==> config.mk <==
export PLATFORM = sky130hd
export DESIGN_NAME = tia_horizontal_motion_flat
export DESIGN_NICKNAME = d
export VERILOG_FILES = /design/src/rtl/tia_horizontal_motion_pkg.sv /design/src/rtl/tia_horizontal_motion_if.sv /design/src/rtl/tia_horizontal_motion_object.sv /design/src/rtl/tia_horizontal_motion.sv /design/src/flat_wrapper.sv
export SDC_FILE = /design/constraint.sdc
export NUM_CORES = 1
export LEC_CHECK = 0
export CORE_UTILIZATION = 55
export CTS_CLUSTER_DIAMETER = 40
export CTS_CLUSTER_SIZE = 20
export DETAILED_ROUTE_END_ITERATION = 8
export PLACE_DENSITY = 0.74
export SLEW_MARGIN = 10
export SYNTH_ARGS = -nofsm -noshare
export SYNTH_HDL_FRONTEND = slang
export SYNTH_HIERARCHICAL = 1
export SYNTH_SLANG_ARGS = --single-unit
export TNS_END_PERCENT = 50
==> constraint.sdc <==
create_clock -name clk -period 1.8 [get_ports clk]
set_input_delay 0.36 -clock clk [delete_from_list [all_inputs] [get_ports clk]]
set_output_delay 0.36 -clock clk [all_outputs]
set_load 0.02 [all_outputs]
==> src/rtl/tia_horizontal_motion_pkg.sv <==
// Shared TIA definitions: object indices and HMOVE sequencing constants.
package tia_pkg;

    typedef enum logic [2:0] {
        OBJ_P0 = 3'd0,
        OBJ_P1 = 3'd1,
        OBJ_M0 = 3'd2,
        OBJ_M1 = 3'd3,
        OBJ_BL = 3'd4
    } tia_obj_e;

    localparam int unsigned TIA_HM_NOBJ  = 5;
    localparam int unsigned TIA_HM_STEPS = 16;
    localparam int unsigned TIA_HM_PHASE = 4;
    localparam logic [3:0]  TIA_HM_BIAS  = 4'b1000;

    // Signed motion value -8..+7 maps to an unsigned extra-pulse count 0..15.
    function automatic logic [3:0] hm_target(input logic [3:0] hm);
        return hm ^ TIA_HM_BIAS;
    endfunction

endpackage

==> src/rtl/tia_horizontal_motion_if.sv <==
// Decoder <-> HMOVE sequencer bus. hm_rd exists only with TIA_HM_READBACK_EN.
interface tia_horizontal_motion_if;

    logic [3:0]  d;
    logic        p0hm, p1hm, m0hm, m1hm, blhm;
    logic        hmove;
    logic        hmclr;
    logic        p0ec, p1ec, m0ec, m1ec, blec;
    logic        busy;
`ifdef TIA_HM_READBACK_EN
    logic [19:0] hm_rd;
`endif

    modport master (
        output d, p0hm, p1hm, m0hm, m1hm, blhm, hmove, hmclr,
        input  p0ec, p1ec, m0ec, m1ec, blec, busy
`ifdef TIA_HM_READBACK_EN
        , input hm_rd
`endif
    );

    modport slave (
        input  d, p0hm, p1hm, m0hm, m1hm, blhm, hmove, hmclr,
        output p0ec, p1ec, m0ec, m1ec, blec, busy
`ifdef TIA_HM_READBACK_EN
        , output hm_rd
`endif
    );

endinterface

==> src/rtl/tia_horizontal_motion_object.sv <==
// One movable object: 4-bit motion register, move latch, step compare and
// extra-clock pulse. hm_o is present only with TIA_HM_READBACK_EN.
module tia_hm_object
    import tia_pkg::*;
(
    input  logic       clk,
    input  logic       rst,
    input  logic       wr_i,
    input  logic       clr_i,
    input  logic [3:0] d_i,
    input  logic       start_i,
    input  logic       step_i,
    input  logic [3:0] k_i,
    output logic       ec_o
`ifdef TIA_HM_READBACK_EN
    , output logic [3:0] hm_o
`endif
);

    logic [3:0] hm_q;
    logic       latch_q;
    logic       hit;

    assign hit  = (k_i == hm_target(hm_q));
    assign ec_o = step_i & latch_q & ~hit;
`ifdef TIA_HM_READBACK_EN
    assign hm_o = hm_q;
`endif

    // Motion register: clear has priority over a write in the same cycle.
    always_ff @(posedge clk or posedge rst) begin
        if (rst)        hm_q <= '0;
        else if (clr_i) hm_q <= '0;
        else if (wr_i)  hm_q <= d_i;
    end

    // Move latch: set on sequence start, dropped when the step count reaches target.
    always_ff @(posedge clk or posedge rst) begin
        if (rst)                          latch_q <= 1'b0;
        else if (start_i)                 latch_q <= 1'b1;
        else if (step_i && latch_q && hit) latch_q <= 1'b0;
    end

endmodule

==> src/rtl/tia_horizontal_motion.sv <==
// HMOVE sequencer: strobe edge detectors, IDLE/RUN FSM, phase and step
// counters, five tia_hm_object instances. Optional macro TIA_HM_READBACK_EN
// adds the hm_rd debug readback of all motion registers.
module tia_horizontal_motion
    import tia_pkg::*;
(
    input logic                     clk,
    input logic                     rst,
    tia_horizontal_motion_if.slave  bus
);

    localparam logic [0:0] ST_IDLE = 1'b0;
    localparam logic [0:0] ST_RUN  = 1'b1;

    logic [0:0] state_q, state_d;
    logic [1:0] phase_q, phase_d;
    logic [3:0] k_q, k_d;
    logic [6:0] strb, strb_q, rise;   // {hmclr, hmove, bl, m1, m0, p1, p0}
    logic [4:0] wr;
    logic       clr, start, step;
    logic [4:0] ec;

    assign strb  = {bus.hmclr, bus.hmove, bus.blhm, bus.m1hm, bus.m0hm, bus.p1hm, bus.p0hm};
    assign rise  = strb & ~strb_q;
    assign wr    = rise[4:0];
    assign clr   = rise[6];
    assign start = rise[5];
    assign step  = (state_q == ST_RUN) && (phase_q == 2'(TIA_HM_PHASE - 1));

    // Registered strobe copies so a multi-cycle strobe acts only once.
    always_ff @(posedge clk or posedge rst) begin
        if (rst) strb_q <= '0;
        else     strb_q <= strb;
    end

    // Next state: an hmove rise (re)starts; otherwise RUN advances phase, and k on phase 3.
    always_comb begin
        state_d = state_q;
        phase_d = phase_q;
        k_d     = k_q;
        if (start) begin
            state_d = ST_RUN;
            phase_d = '0;
            k_d     = '0;
        end else if (state_q == ST_RUN) begin
            phase_d = phase_q + 2'd1;
            if (step) begin
                k_d = k_q + 4'd1;
                if (k_q == 4'(TIA_HM_STEPS - 1)) state_d = ST_IDLE;
            end
        end
    end

    // FSM and counter registers.
    always_ff @(posedge clk or posedge rst) begin
        if (rst) begin
            state_q <= ST_IDLE;
            phase_q <= '0;
            k_q     <= '0;
        end else begin
            state_q <= state_d;
            phase_q <= phase_d;
            k_q     <= k_d;
        end
    end

`ifdef TIA_HM_READBACK_EN
    logic [3:0] hm_obj [TIA_HM_NOBJ];
`endif

    for (genvar i = 0; i < TIA_HM_NOBJ; i++) begin : g_obj
        tia_hm_object u_obj (
            .clk     (clk),
            .rst     (rst),
            .wr_i    (wr[i]),
            .clr_i   (clr),
            .d_i     (bus.d),
            .start_i (start),
            .step_i  (step),
            .k_i     (k_q),
            .ec_o    (ec[i])
`ifdef TIA_HM_READBACK_EN
            , .hm_o  (hm_obj[i])
`endif
        );
    end

    assign bus.p0ec = ec[OBJ_P0];
    assign bus.p1ec = ec[OBJ_P1];
    assign bus.m0ec = ec[OBJ_M0];
    assign bus.m1ec = ec[OBJ_M1];
    assign bus.blec = ec[OBJ_BL];
    assign bus.busy = (state_q == ST_RUN);
`ifdef TIA_HM_READBACK_EN
    assign bus.hm_rd = {hm_obj[OBJ_BL], hm_obj[OBJ_M1], hm_obj[OBJ_M0], hm_obj[OBJ_P1], hm_obj[OBJ_P0]};
`endif

endmodule

==> src/flat_wrapper.sv <==
// flat-port wrapper written by rule: the top's interface ports become plain ports
module tia_horizontal_motion_flat import tia_pkg::*;
  (clk, rst, bus_d, bus_p0hm, bus_p1hm, bus_m0hm, bus_m1hm, bus_blhm, bus_hmove, bus_hmclr, bus_p0ec, bus_p1ec, bus_m0ec, bus_m1ec, bus_blec, bus_busy);
  tia_horizontal_motion_if bus_i ();
  input logic clk;
  input logic rst;
  input wire logic [$bits(bus_i.d)-1:0] bus_d;
  input wire logic [$bits(bus_i.p0hm)-1:0] bus_p0hm;
  input wire logic [$bits(bus_i.p1hm)-1:0] bus_p1hm;
  input wire logic [$bits(bus_i.m0hm)-1:0] bus_m0hm;
  input wire logic [$bits(bus_i.m1hm)-1:0] bus_m1hm;
  input wire logic [$bits(bus_i.blhm)-1:0] bus_blhm;
  input wire logic [$bits(bus_i.hmove)-1:0] bus_hmove;
  input wire logic [$bits(bus_i.hmclr)-1:0] bus_hmclr;
  output wire logic [$bits(bus_i.p0ec)-1:0] bus_p0ec;
  output wire logic [$bits(bus_i.p1ec)-1:0] bus_p1ec;
  output wire logic [$bits(bus_i.m0ec)-1:0] bus_m0ec;
  output wire logic [$bits(bus_i.m1ec)-1:0] bus_m1ec;
  output wire logic [$bits(bus_i.blec)-1:0] bus_blec;
  output wire logic [$bits(bus_i.busy)-1:0] bus_busy;
  assign bus_i.d = bus_d;
  assign bus_i.p0hm = bus_p0hm;
  assign bus_i.p1hm = bus_p1hm;
  assign bus_i.m0hm = bus_m0hm;
  assign bus_i.m1hm = bus_m1hm;
  assign bus_i.blhm = bus_blhm;
  assign bus_i.hmove = bus_hmove;
  assign bus_i.hmclr = bus_hmclr;
  assign bus_p0ec = bus_i.p0ec;
  assign bus_p1ec = bus_i.p1ec;
  assign bus_m0ec = bus_i.m0ec;
  assign bus_m1ec = bus_i.m1ec;
  assign bus_blec = bus_i.blec;
  assign bus_busy = bus_i.busy;
  tia_horizontal_motion u_core (.clk(clk), .rst(rst), .bus(bus_i));
endmodule
==> results_dict.tcl <==
set metrics [dict create \
    gr-total-overflow 0 \
    worst_slack_ps -228.9 \
    yosysSeqAreaShare_pct 52.99 \
    fin_crit_ps 2029 \
    worst_skew_pair.late_latency_ps 340 \
    drc 0 \
    synth_area_um2 1842 \
    die_h_um 59.87 \
    syn_inst 172 \
    cts-buffers-inserted 5 \
    core_um2 3103 \
    postRouteAntennaNets 0 \
    dp_cells 244 \
    hold_violations 0 \
    design_area_um2 2390 \
    setup_tns_ps -971.3 \
    cp_slowest_cell "dfrtp_2" \
    pre_cts_slack_ps -228.4 \
    via_per_inst 5.187 \
    clk_path_buf_depth 2 \
    first_iter_violations 51 \
    slowest_delay_ps 470 \
    seq_area_um2 980.9 \
    rsz0062_at_grt "true" \
    track_usage_pct 25.96 \
    rr_startpoint "u_core/k_q[0]" \
    port_buffers 18 \
    post_drt_wl_per_cell_um 15.23 \
    ys_ff_latch 39 \
    cts.root.buffer_cell "clkbuf_4" \
    leakage_nw 1.152 \
    avgSynthCellArea_um2 10.71 \
    skew_ps 10.08 \
    whs_ps 377.9 \
    power_mw 2.341 \
    fin_util_pct 77.02 \
    worst_pin_slew_ps 439.0 \
    dr_total_vias 1385 \
    setup_violations 5 \
    max_freq_mhz 492.9 \
    outcome "complete, but fails checks" \
    fillerInstances 220 \
    cp_max_fo 5 \
    violations "setup timing" \
    critPathRequiredTime_ps 1440 \
    arrival_ps 1670 \
    crit_path_end_kind "output pin" \
    crit_path_cell_trace "buf_4, xnor2_1, nor4_2, nor2_1, buf_2" \
    synthesis.nets 187 \
    wirelength_um 4066 \
    cts_sinks 39 \
    first_global_vias 1394 \
    layout_common_cells "dfrtp_1 (35), nor2_1 (34), buf_4 (33), mux2i_1 (21), xor2_1 (15)" \
    startpoint "u_core/k_q[3]" \
    hpwl_um 2693 \
    io_pins 19 \
    grt_max_degree 21 \
    rows 20 \
    start_util_pct 59.35 \
    crit_type "register to output pin" \
    final_common_cell "dfrtp_1" \
    cap_viol_max_count 0 \
    drt_first_pass_iters 4 \
    cts-htree-levels 2 \
    hp-class "input port to asynchronous set/reset pin" \
    dieArea_um2 3584 \
    nets 237 \
    peakVddDrop_uv 614.0 \
    die_x_um 59.87 \
    yosys_warnings 6 \
    powerDensity_nw_per_um2 979.5 \
    crit_path_start_kind "register" \
    cts_hold_buffers 0 \
    clk_pin_slew_ps 110 \
    cts_tree "built" \
    grt_pass1_wl_um 6458 \
    drive_gt1_share_pct 26.46 \
    ys_types 20 \
    diodes 0 \
    area_delta_synth_final_pct 29.76 \
    relSlewSlack_pct 70.67 \
    maxSlewViolCount 0 \
    post-route-period-util_pct 112.7 \
    dpl_cell_area_um2 2171 \
    antenna_found_initial 0 \
    multi_input_area_um2 812.0 \
    final_cells 267 \
    place.gp.congestion 0.8049 \
]
==> worst paths after layout <==
kind | endpoint | slack [ps] | cells after the start
max in group asynchronous | u_core/k_q[0] | 1020 | 3
setup / recovery | bus_m0ec | -230 | 5
setup reg to reg | u_core/g_obj[0].u_obj/latch_q | 280 | 6
hold reg to reg | u_core/phase_q[1] | 550 | 2
hold / removal | u_core/strb_q[0] | 380 | 2
min in group clk | u_core/strb_q[4] | 460 | 1
==> cell type report <==
type,instances,area share [%]
Clock buffer,8,2.880
Timing Repair Buffer,50,17.75
Inverter,12,2.042
Multi-Input combinational cell,114,33.98
Sequential cell,39,41.05
Tap cell,44,2.304
==> cell families (layout without fill, tap and decap cells) <==
kind of cell,count (synthesis),count (layout),share of synthesized area (%)
fa+ha+maj,2,2,1.358
buf+inv,19,70,4.280
simple gates,59,59,16.24
flops,39,39,52.99
mux,21,21,11.41
compound gates,9,9,2.785
xor+xnor,23,23,10.94
==> critical path, delay by kind of cell, from the launching register on <==
family / cells / cell delay, ps
xor gates and xnor gates: 1 / 120
buffers and inverters: 2 / 310
DFF: 1 / 470
and+or+nand+nor: 2 / 410
==> synth_stat cells <==
cell      instances  area [µm²]
o21ai_0           1       5.000
nor2b_1           7       43.79
a21oi_1           2       10.01
nand2_1           7       26.28
nand2b_1          1       6.260
inv_1            12       45.04
buf_6             1       11.26
clkbuf_1          6       22.52
xor2_1           17       148.9
xnor2_1           6       52.55
nor4_2            5       62.56
nand2_4           1       11.26
nand3_1           3       15.01
ha_1              2       25.02
o21ai_1           1       5.000
mux2i_1          21       210.2
dfrtp_1          39       975.9
or3_1             1       6.260
a31oi_1           5       31.28
nor2_1           34       127.6
==> sequential cells by signal, indices dropped and copies added, names as in the netlist <==
name and cells:
u_core/g_obj.u_obj/latch_q 5, u_core/phase_q 2, u_core/bus.busy 1, u_core/strb_q 7, u_core/k_q 4, u_core/g_obj.u_obj/hm_q 20
==> repair_timing <==
item | in CTS | in global routing
pin swaps | 7 | 4
endpoints found under the setup margin | 6 | 5
buffers inserted | 13 | 2
gates resized for setup | 32 | 4
==> where the power goes <==
| part | leakage, nW | switching (mW) | internal, mW |
|---|---|---|---|
| combinational | 0.644 | 0.377 | 0.392 |
| sequential | 0.470 | 0.0882 | 0.979 |
| clock | 0.0386 | 0.274 | 0.230 |
| total | 1.15 | 0.739 | 1.60 |
==> routing by layer <==
metal  routed length (µm)  vias to the layer above  track usage, %
met2                 2080                       35           43.97
li1                     -                      654               -
met3                  174                       11           4.762
met5                    0                        -               0
met4                   97                        0           13.62
met1                 1713                      685           31.28
Note: power is estimated with default switching activity, not from simulation.
